File: config.mk
export PLATFORM = sky130hd
export DESIGN_NAME = branch_hazard_ctrl
export DESIGN_NICKNAME = d
export VERILOG_FILES = /design/src/rtl/branch_hazard_ctrl_pkg.sv /design/src/rtl/branch_hazard_ctrl_sat_counter.sv /design/src/rtl/branch_hazard_ctrl.sv
export SDC_FILE = /design/constraint.sdc
export NUM_CORES = 1
export LEC_CHECK = 0
export CAP_MARGIN = 20
export CORE_MARGIN = 2
export CORE_UTILIZATION = 30
export CTS_BUF_LIST = sky130_fd_sc_hd__clkbuf_8
export DETAILED_ROUTE_END_ITERATION = 10
export PLACE_DENSITY = 0.5
export SYNTH_ARGS = -nofsm -noshare
export SYNTH_HDL_FRONTEND = slang
export SYNTH_SLANG_ARGS = --single-unit
File: constraint.sdc
create_clock -name clk -period 4.9 [get_ports clk]
set_input_delay 0.49 -clock clk [delete_from_list [all_inputs] [get_ports clk]]
set_output_delay 0.49 -clock clk [all_outputs]
set_load 0.01 [all_outputs]
File: src/rtl/branch_hazard_ctrl_pkg.sv
// Shared definitions for the ID-stage branch hazard controller.
//   - Forwarding select encodings for the ID branch comparator operand muxes.
//   - FSM state type (RUN / STALL).
//   - Helpers that turn per-operand hazard matches into a stall requirement.
package branch_hazard_ctrl_pkg;

  localparam logic [1:0] FWD_RF    = 2'b00;  // operand from register file
  localparam logic [1:0] FWD_EXMEM = 2'b01;  // operand from EX/MEM ALU result
  localparam logic [1:0] FWD_MEMWB = 2'b10;  // operand from MEM/WB write data

  typedef enum logic {
    ST_RUN   = 1'b0,
    ST_STALL = 1'b1
  } state_t;

  // Bubbles needed before one branch operand is available to the comparator.
  // A load in EX needs two cycles to reach MEM/WB; an ALU op in EX needs one
  // to reach EX/MEM; a load in MEM needs one to reach MEM/WB.
  function automatic logic [1:0] operand_need(input logic ex_match,
                                              input logic ex_load,
                                              input logic mem_match,
                                              input logic mem_load);
    logic [1:0] n;
    if (ex_match)
      n = ex_load ? 2'd2 : 2'd1;
    else if (mem_match && mem_load)
      n = 2'd1;
    else
      n = 2'd0;
    return n;
  endfunction

  function automatic logic [1:0] need_max(input logic [1:0] a,
                                          input logic [1:0] b);
    return (a > b) ? a : b;
  endfunction

endpackage

File: src/rtl/branch_hazard_ctrl_sat_counter.sv
// Saturating up-counter used for the branch performance statistics.
// Ports:
//   clk  in   clock
//   rst  in   synchronous active-high reset, clears the count
//   i_en in   increment request (at most one step per cycle)
//   o_q  out  current count; sticks at all-ones and never wraps
module branch_hazard_ctrl_sat_counter
  import branch_hazard_ctrl_pkg::*;
#(
  parameter int CNT_W = 32
) (
  input  logic             clk,
  input  logic             rst,
  input  logic             i_en,
  output logic [CNT_W-1:0] o_q
);

  localparam logic [CNT_W-1:0] ONE = {{(CNT_W-1){1'b0}}, 1'b1};

  logic [CNT_W-1:0] r_q;

  always_ff @(posedge clk) begin
    if (rst)
      r_q <= '0;
    else if (i_en && (r_q != '1))
      r_q <= r_q + ONE;
  end

  assign o_q = r_q;

endmodule

File: src/rtl/branch_hazard_ctrl.sv
// Early branch resolution control for the ID stage.
// Detects RAW hazards between the branch source registers in ID and the
// destinations in ID/EX and EX/MEM, stalls IF/ID for the needed number of
// cycles, drives the comparator forwarding selects, and flushes IF/ID when
// a resolved branch is taken. Also keeps saturating statistics counters.
// Ports:
//   clk, rst                      clock, synchronous active-high reset
//   i_hold                        global freeze; outputs idle, state held
//   i_id_is_branch                branch valid in ID
//   i_id_rs1, i_id_rs2            branch source registers
//   i_branch_taken                comparator result (with forwarded operands)
//   i_ex_rd/_reg_write/_mem_read  ID/EX destination info
//   i_mem_rd/_reg_write/_mem_read EX/MEM destination info
//   i_wb_rd/_reg_write            MEM/WB destination info
//   o_pc_write, o_ifid_write      PC / IF/ID load enables
//   o_ifid_flush                  IF/ID loads a NOP
//   o_idex_bubble                 ID/EX control fields zeroed
//   o_fwd_a_sel, o_fwd_b_sel      comparator operand source selects
//   o_cnt_branch/_taken/_stall    statistics counters
module branch_hazard_ctrl
  import branch_hazard_ctrl_pkg::*;
#(
  parameter int RA_W  = 5,
  parameter int CNT_W = 32
) (
  input  logic             clk,
  input  logic             rst,
  input  logic             i_hold,
  input  logic             i_id_is_branch,
  input  logic [RA_W-1:0]  i_id_rs1,
  input  logic [RA_W-1:0]  i_id_rs2,
  input  logic             i_branch_taken,
  input  logic [RA_W-1:0]  i_ex_rd,
  input  logic             i_ex_reg_write,
  input  logic             i_ex_mem_read,
  input  logic [RA_W-1:0]  i_mem_rd,
  input  logic             i_mem_reg_write,
  input  logic             i_mem_mem_read,
  input  logic [RA_W-1:0]  i_wb_rd,
  input  logic             i_wb_reg_write,
  output logic             o_pc_write,
  output logic             o_ifid_write,
  output logic             o_ifid_flush,
  output logic             o_idex_bubble,
  output logic [1:0]       o_fwd_a_sel,
  output logic [1:0]       o_fwd_b_sel,
  output logic [CNT_W-1:0] o_cnt_branch,
  output logic [CNT_W-1:0] o_cnt_taken,
  output logic [CNT_W-1:0] o_cnt_stall
);

  state_t     r_state, w_state_nxt;
  // Number of further STALL cycles after the current one.
  logic [1:0] r_stall_cnt, w_stall_cnt_nxt;

  logic w_ex_m1, w_ex_m2, w_mem_m1, w_mem_m2, w_wb_m1, w_wb_m2;
  logic [1:0] w_need;
  logic w_pc_write, w_ifid_write, w_ifid_flush, w_idex_bubble, w_resolve;

  // x0 is hardwired zero, so it never creates a dependency.
  assign w_ex_m1  = i_ex_reg_write  && (i_ex_rd  != '0) && (i_ex_rd  == i_id_rs1);
  assign w_ex_m2  = i_ex_reg_write  && (i_ex_rd  != '0) && (i_ex_rd  == i_id_rs2);
  assign w_mem_m1 = i_mem_reg_write && (i_mem_rd != '0) && (i_mem_rd == i_id_rs1);
  assign w_mem_m2 = i_mem_reg_write && (i_mem_rd != '0) && (i_mem_rd == i_id_rs2);
  assign w_wb_m1  = i_wb_reg_write  && (i_wb_rd  != '0) && (i_wb_rd  == i_id_rs1);
  assign w_wb_m2  = i_wb_reg_write  && (i_wb_rd  != '0) && (i_wb_rd  == i_id_rs2);

  assign w_need = i_id_is_branch ?
                  need_max(operand_need(w_ex_m1, i_ex_mem_read, w_mem_m1, i_mem_mem_read),
                           operand_need(w_ex_m2, i_ex_mem_read, w_mem_m2, i_mem_mem_read)) :
                  2'd0;

  // A load result in EX/MEM is not yet available, so it cannot be forwarded;
  // MEM/WB then supplies it once the stall has moved it along.
  always_comb begin
    o_fwd_a_sel = FWD_RF;
    o_fwd_b_sel = FWD_RF;
    if (w_mem_m1 && !i_mem_mem_read)
      o_fwd_a_sel = FWD_EXMEM;
    else if (w_wb_m1)
      o_fwd_a_sel = FWD_MEMWB;
    if (w_mem_m2 && !i_mem_mem_read)
      o_fwd_b_sel = FWD_EXMEM;
    else if (w_wb_m2)
      o_fwd_b_sel = FWD_MEMWB;
  end

  always_ff @(posedge clk) begin
    if (rst) begin
      r_state     <= ST_RUN;
      r_stall_cnt <= 2'd0;
    end else begin
      r_state     <= w_state_nxt;
      r_stall_cnt <= w_stall_cnt_nxt;
    end
  end

  // The RUN cycle that detects the hazard is itself the first bubble, so
  // STALL is entered only when more than one bubble is required and holds
  // for need-1 cycles.
  always_comb begin
    w_state_nxt     = r_state;
    w_stall_cnt_nxt = r_stall_cnt;
    w_pc_write      = 1'b1;
    w_ifid_write    = 1'b1;
    w_ifid_flush    = 1'b0;
    w_idex_bubble   = 1'b0;
    w_resolve       = 1'b0;

    case (r_state)
      ST_RUN: begin
        if (w_need != 2'd0) begin
          w_pc_write    = 1'b0;
          w_ifid_write  = 1'b0;
          w_idex_bubble = 1'b1;
          if (w_need > 2'd1) begin
            w_state_nxt     = ST_STALL;
            w_stall_cnt_nxt = w_need - 2'd2;
          end
        end else if (i_id_is_branch) begin
          w_resolve    = 1'b1;
          w_ifid_flush = i_branch_taken;
        end
      end
      ST_STALL: begin
        w_pc_write    = 1'b0;
        w_ifid_write  = 1'b0;
        w_idex_bubble = 1'b1;
        if (r_stall_cnt == 2'd0)
          w_state_nxt = ST_RUN;
        else
          w_stall_cnt_nxt = r_stall_cnt - 2'd1;
      end
      default: begin
        w_state_nxt     = ST_RUN;
        w_stall_cnt_nxt = 2'd0;
      end
    endcase

    // Freeze: nothing advances and nothing is counted.
    if (i_hold) begin
      w_pc_write      = 1'b0;
      w_ifid_write    = 1'b0;
      w_ifid_flush    = 1'b0;
      w_idex_bubble   = 1'b0;
      w_resolve       = 1'b0;
      w_state_nxt     = r_state;
      w_stall_cnt_nxt = r_stall_cnt;
    end
  end

  assign o_pc_write    = w_pc_write;
  assign o_ifid_write  = w_ifid_write;
  assign o_ifid_flush  = w_ifid_flush;
  assign o_idex_bubble = w_idex_bubble;

  branch_hazard_ctrl_sat_counter #(.CNT_W(CNT_W)) u_cnt_branch (
    .clk  (clk),
    .rst  (rst),
    .i_en (w_resolve),
    .o_q  (o_cnt_branch)
  );

  branch_hazard_ctrl_sat_counter #(.CNT_W(CNT_W)) u_cnt_taken (
    .clk  (clk),
    .rst  (rst),
    .i_en (w_resolve && i_branch_taken),
    .o_q  (o_cnt_taken)
  );

  branch_hazard_ctrl_sat_counter #(.CNT_W(CNT_W)) u_cnt_stall (
    .clk  (clk),
    .rst  (rst),
    .i_en (w_idex_bubble),
    .o_q  (o_cnt_stall)
  );

endmodule
Yosys cells after proc, flatten, opt, wreduce, memory -nomap -nowiden:

Cells that the tools add are included.
Widths: inputs -> output; s select.

* register bits: 99
* latch bits: 0
* bits in writable memories: 0
* ROM bits: 0
* input port bits: 35
* output and inout port bits: 104
* word-level logic and storage cells: 83
* memories: 0

* add/subtract/negate cells: 5
* multipliers: 0
* div/mod/pow operators: 0
* magnitude comparators: 2
* equal/unequal tests: 12
* shift-type cells: 0
* mux-type cells: 33
* bitwise operators: 2
* reductions and logical operators: 24

Operators by type and width (number)
* $add 32x1->32 const B: 3
* $ne 32x32->1 const B: 3
* $eq 5x5->1: 6
* $mux 2: 12
* $logic_and 1x1->1: 17
* $mux 1: 17
* $reduce_bool 5->1: 3
* $ne 2x2->1 const B: 3
* $pmux 1 s2: 3
* $pmux 2 s2: 1
* $reduce_and 4->1: 1
* $gt 2x1->1 const B: 1
* $gt 2x2->1: 1
* $logic_not 2->1: 1
* $not 1->1: 2
* $reduce_bool 2->1: 1
* $sub 2x1->2 const B: 1
* $sub 2x2->2 const B: 1
* $logic_not 1->1: 1

Longest topological paths before layout:

* depth in word-level cells: 15
* gate-level depth with buffers: 17
* depth with buffers taken out: 13

Hierarchy:

From an unflattened synthesis, not the netlist that was laid out.

* cells, all modules: 709
* area total of the unflattened synthesis: 5858.1 sq um

Modules (own cells, without submodules)
* branch_hazard_ctrl_sat_counter: instances 3, cells an instance 199, area an instance 1674.1 sq um, sequential area each 640.6 sq um
* branch_hazard_ctrl: instances 1, cells an instance 112, area an instance 835.8 sq um, sequential area each 60.1 sq um

Least setup slack after synthesis:

No wires, ideal clock.

* path kind: input to output
* start: input port i_ex_rd[1]
* end: output port o_pc_write
* arrival time: 3505 ps
* path slack: 905 ps
* cell stages on the path: 14
* buffers on the path: 2
* cells stage by stage: or4_1 > o21ai_2 > or3_1 > buf_6 > mux2i_1 > ha_1 > nand2_1 > o211ai_1 > or4_2 > o21ai_2 > nor2_1 > a21boi_0 > nor2b_1 > buf_4

* longest elaborated chain between the ends: 11
* elaborated cells on any way between the ends: 15
* classes of those cells: order compare (1); eq/ne (2); mux (7); reduce/logical (5)

RTL lines
* from (decl): RTL line branch_hazard_ctrl.sv:33 `input logic [RA_W-1:0] i_ex_rd,`
* $reduce_bool 5->1: RTL line branch_hazard_ctrl.sv:61, branch_hazard_ctrl.sv:62
* $logic_and 1x1->1: RTL line branch_hazard_ctrl.sv:61, branch_hazard_ctrl.sv:62
* $logic_and 1x1->1 (on tied branches): RTL line branch_hazard_ctrl.sv:61, branch_hazard_ctrl.sv:62
* $mux 2: RTL line branch_hazard_ctrl_pkg.sv:24 `if (ex_match)`
* $gt 2x2->1: RTL line branch_hazard_ctrl_pkg.sv:35 `return (a > b) ? a : b;`
* $mux 2 (*): RTL line branch_hazard_ctrl_pkg.sv:35
* $mux 2 (*): RTL line branch_hazard_ctrl.sv:68 `assign w_need = i_id_is_branch ?`
* $reduce_bool 2->1 (*): RTL line branch_hazard_ctrl.sv:112 `if (w_need != 2'd0) begin`
* $mux 1 (*)
* $pmux 1 s2 (*)
* $mux 1 (*)
* to (decl): RTL line branch_hazard_ctrl.sv:41 `output logic o_pc_write,`

Every way passes the cells marked *; elsewhere a longest branch is shown, timed or not.

Worst setup path in the final report:

* start: input port i_ex_rd[1]
* end: output port o_ifid_write

* longest elaborated chain between the ends: 11
* elaborated cells on any way between the ends: 15
* classes of those cells: order compare (1); eq/ne (2); mux (7); reduce/logical (5)

RTL lines
* $reduce_bool 5->1: RTL line branch_hazard_ctrl.sv:61, branch_hazard_ctrl.sv:62
* $logic_and 1x1->1: RTL line branch_hazard_ctrl.sv:61, branch_hazard_ctrl.sv:62
* $logic_and 1x1->1 (on tied branches): RTL line branch_hazard_ctrl.sv:61, branch_hazard_ctrl.sv:62
* $mux 2: RTL line branch_hazard_ctrl_pkg.sv:24
* $gt 2x2->1: RTL line branch_hazard_ctrl_pkg.sv:35
* $mux 2 (*): RTL line branch_hazard_ctrl_pkg.sv:35
* $mux 2 (*): RTL line branch_hazard_ctrl.sv:68
* $reduce_bool 2->1 (*): RTL line branch_hazard_ctrl.sv:112
* $mux 1 (*): RTL line branch_hazard_ctrl.sv:112
* $pmux 1 s2 (*): RTL line branch_hazard_ctrl.sv:110 `case (r_state)`
* $mux 1 (*): RTL line branch_hazard_ctrl.sv:141 `if (i_hold) begin`
* to (decl): RTL line branch_hazard_ctrl.sv:42 `output logic o_ifid_write,`

Marked as above.

==> parameters.txt <==
Parameter                              Value

Yosys
  Number of synthesized flops with an enable pin    0
  Distinct cell type count of the synthesized netlist    53
  Arithmetic-cell share of the synthesized area counting full adders, half adders and majority gates    under 10%
  Multiplexer area fraction after synthesis    2.108%
  Share of flip-flops with an asynchronous set or reset after synthesis    0%
  Syn Std Cell Area    0.005698 mm2
  Post-Synth XOR/XNOR Area    approximately 5.5%
  Proportion of synthesized chip area in sequential cells    34.78%
  Cell types occupying the most area after synthesis    sky130_fd_sc_hd__dfxtp_1, sky130_fd_sc_hd__a21oi_1, sky130_fd_sc_hd__or3_1
  Largest area contributor in the netlist    sky130_fd_sc_hd__dfxtp_1
  Mean cell area of the mapped netlist    7.947 um2
  Area share of and/or/nand/nor cells after synthesis    31.18%
  Dominant combinational cell family by area after synthesis    simple AND/OR/NAND/NOR gates
  Number of warnings issued by yosys    0
  Gate count of the mapped netlist    717
  Area share of the leading cell type in the synthesized netlist    between 30% and 40%
  Area fraction in compound gates after synthesis    20.22%
  Synth Register Bits    99
  Primary FF master, synth    sky130_fd_sc_hd__dfxtp_1
  Mapped Nets    759

Global routing
  Antenna violations before repair    0
  Number of global-route vias before repair    roughly 5400
  Total grt overflow    0
  Maximum number of pins on one net before global-route repair    between 70 and 80
  Combined global-route utilization of all metal layers    16.36%
  First-pass GRT wire length    26900 um

Pwr
  Internal power of the cells    1.174 mW
  Logic gate share of total power    8.9%
  Reported leakage power    2.310 nW
  Switching share of power    24.84%
  Clk pwr share    39.2%
  Switch Pwr    0.3880 mW
  Sequential cell fraction of total power    51.8%
  IR Drop Worst-Case VDD    0.1191 mV
  Power density over cell area    206.4 mW/mm2

Place
  RD Place Congestion    0.8822
  Hpwl dp    11690 um
  Inst Count DP    1062
  Placed inst area    0.007287 mm2
  Worst setup timing slack at the placement stage    -0.03626 ns
  Port bufs    138

Route
  DRT antenna net count    0
  Routed Wire Length    16510 um
  Post-route DRC    0
  Detailed-route wire length per cell    around 15 um
  Avg Vias per Cell    between 5 and 6
  DRC violation total after the first TritonRoute iteration    ~280
  Vias    5890
  Total iterations of the first detailed-routing run    4

Finish
  Fraction of layout cells with a size suffix above 1    6.738%
  Final Non-Filler Cells    1081
  Cell area after layout    0.007567 mm2
  Number of nets in the final layout    about 900
  Synthesis-to-finish area growth    32.81%

Timing
  Final Cycle Share    between 90 and 100%
  Setup repair after global routing missed its margin    no
  Minimum clock period after layout    between 4 and 5 ns
  Worst slew margin    31.62%
  Final number of hold-violating endpoints    0
  Max Fclk    216.0 MHz
  Final total negative setup slack    0 ns
  Setup slack after layout    roughly 0.27 ns
  Transition time at the pin with the least slew margin    1.023 ns
  Final slew viol count    0
  Max Clock Skew    0.01717 ns
  Final setup violation count    0

Clock tree
  Buffer type at the clock tree root    sky130_fd_sc_hd__clkbuf_8
  Clk slew on worst S/H paths    about 0.1 ns
  TritonCTS clock tree    built
  Clock latency at the later pin of the worst-skew pair    0.38 ns
  Deepest level of the CTS H-tree    3
  Clock buffer count from CTS    9
  CTS sink count    99
  Post-cts hold buffer count    0
  Max Buffers Root-to-Sink    2

Floorplan
  Area of the die    ~0.02 mm2
  Vert. Die Dim    141.8 um
  Width of the die    roughly 140 um
  Starting utilization of the core area    30.56%
  I/O pin total    139
  Area of the core    0.01864 mm2
  Row count    50

Hold path
  Hold crit path type    reg2reg

Setup path
  Slowest-stage cell, CP    sky130_fd_sc_hd__or4_1
  Data required time of the critical path    4.41 ns
  Crit-path cells    clkdlybuf4s50_1 -> or4_1 -> o21ai_4 -> nor3_1 -> and2_1 -> ha_1 -> nor2b_2 -> o21ai_0 -> a32o_1 -> nor2_1 -> a21boi_1 -> buf_4 -> nor2b_1 -> clkdlybuf4s50_1
  Element type at the critical path start    input pin
  Endpoint kind of the worst setup timing path    output port
  Most used cell, CP    sky130_fd_sc_hd__clkdlybuf4s50_1
  Slowest Stage Delay on Critical Path    0.57 ns
  Worst setup path class    in2out
  Critical path data arrival time    4.14 ns
  Worst-path maximum fanout    4

Run status
  Status    finished, final reports clean

Flow run
  Max_cap viols    0
-- layout by cell type (no fill, tap or decap), drive strengths merged, types with 8 or more instances in the layout --
cell type	instances
nand3	29
xor2	23
nand2	52
and2	11
a21oi	83
and4	15
nor3	13
or4	32
clkdlybuf4s50	136
nor2	32
nand4	31
buf	17
o31ai	27
dfxtp	99
clkbuf	10
nor4	10
or3	57
and3	9
mux2	8
inv	19
xnor2	13
o21ai	57
nor2b	10
-- critical path, delay by kind of cell --
family	cells	cell delay, ns
buffers and inverters	3	1.10
AO/OA/AOI/OAI	4	0.97
adder cells (fa/ha/maj)	1	0.31
AND/OR/NAND/NOR	6	1.24
-- final cells by class --
class,count,area (um2)
fill,1908,11080
multi-input combinational,560,3482
sequential,99,1982
timing repair buffer,154,1518
tap,234,292.8
clock buffer,10,137.6
clock inverter,6,88.84
inverter,17,63.81
antenna,1,2.502
-- power by group through the flow --
stage          sequential, mW  combinational, mW  clock [mW]
2_1_floorplan           0.828             0.0722           0
3_3_place_gp            0.828              0.133           0
3_5_place_dp            0.828              0.136           0
4_1_cts                 0.810              0.138       0.645
5_1_grt                 0.810              0.152       0.672
6_report                0.809              0.139       0.613
-- per-stage QoR --
step                total power, mW  util, %  hold WS (ns)
floorplan                    0.9007        -        0.5005
global placement             0.9613    39.09        0.4762
detailed placement           0.9643    39.09        0.4888
CTS                           1.593    40.39        0.5095
global route                  1.635    40.58        0.5255
finish                        1.562    40.59        0.5070
-- cells by family after synthesis --
kind of cell             Yosys count
AND/OR/NAND/NOR                  312
AO/OA/AOI/OAI                    194
flip-flops                        99
buffers and inverters             58
XOR/XNOR                          36
multiplexers                      11
adder cells (fa/ha/maj)            7
-- final timing paths --
kind / startpoint / end / slack [ns] / cells after the start
max reg2reg: u_cnt_stall.o_q[2] / u_cnt_stall.o_q[25] / 2.26 / 7
max: i_ex_rd[1] / o_ifid_write / 0.27 / 14
min reg2reg: u_cnt_branch.o_q[11] / u_cnt_branch.o_q[11] / 0.51 / 2
min: u_cnt_branch.o_q[11] / u_cnt_branch.o_q[11] / 0.51 / 2
-- sequential cells by signal, indices dropped and copies added (netlist names) --
signal and flops:
u_cnt_taken.o_q 32, u_cnt_branch.o_q 32, u_cnt_stall.o_q 32, r_stall_cnt 2
r_state 1
-- per-layer routing --
metal  track usage (%)  share of wire (%)
met2             27.26                 47
met5                 0                  0
met1             20.76                 47
met3             5.197                5.4
met4             3.632               0.87
-- Yosys cell counts, types with 5 or more instances --
cell                        n
sky130_fd_sc_hd__dfxtp_1   99
sky130_fd_sc_hd__inv_1     17
sky130_fd_sc_hd__o211ai_1   5
sky130_fd_sc_hd__or4_1     31
sky130_fd_sc_hd__ha_1       7
sky130_fd_sc_hd__and3_1     9
sky130_fd_sc_hd__nor2b_1   10
sky130_fd_sc_hd__nand3_1   29
sky130_fd_sc_hd__xor2_1    23
sky130_fd_sc_hd__nand2_1   52
sky130_fd_sc_hd__buf_6      5
sky130_fd_sc_hd__mux2_2     8
sky130_fd_sc_hd__o21ai_0   55
sky130_fd_sc_hd__o31ai_1   27
sky130_fd_sc_hd__and2_1    11
sky130_fd_sc_hd__nor4_1    10
sky130_fd_sc_hd__a21oi_1   83
sky130_fd_sc_hd__nor2_1    32
sky130_fd_sc_hd__xnor2_1   13
sky130_fd_sc_hd__and4_1    15
sky130_fd_sc_hd__nand4_1   31
sky130_fd_sc_hd__nor3_1    13
sky130_fd_sc_hd__or3_1     57
sky130_fd_sc_hd__clkbuf_1  28
-- repair_timing --
action | CTS | global route
resized for setup | 2 | 7
buffers inserted | 1 | 1
endpoints found under the setup margin | 2 | 4
pin swaps | 1 | 2
(Power assumes the default switching activity.)
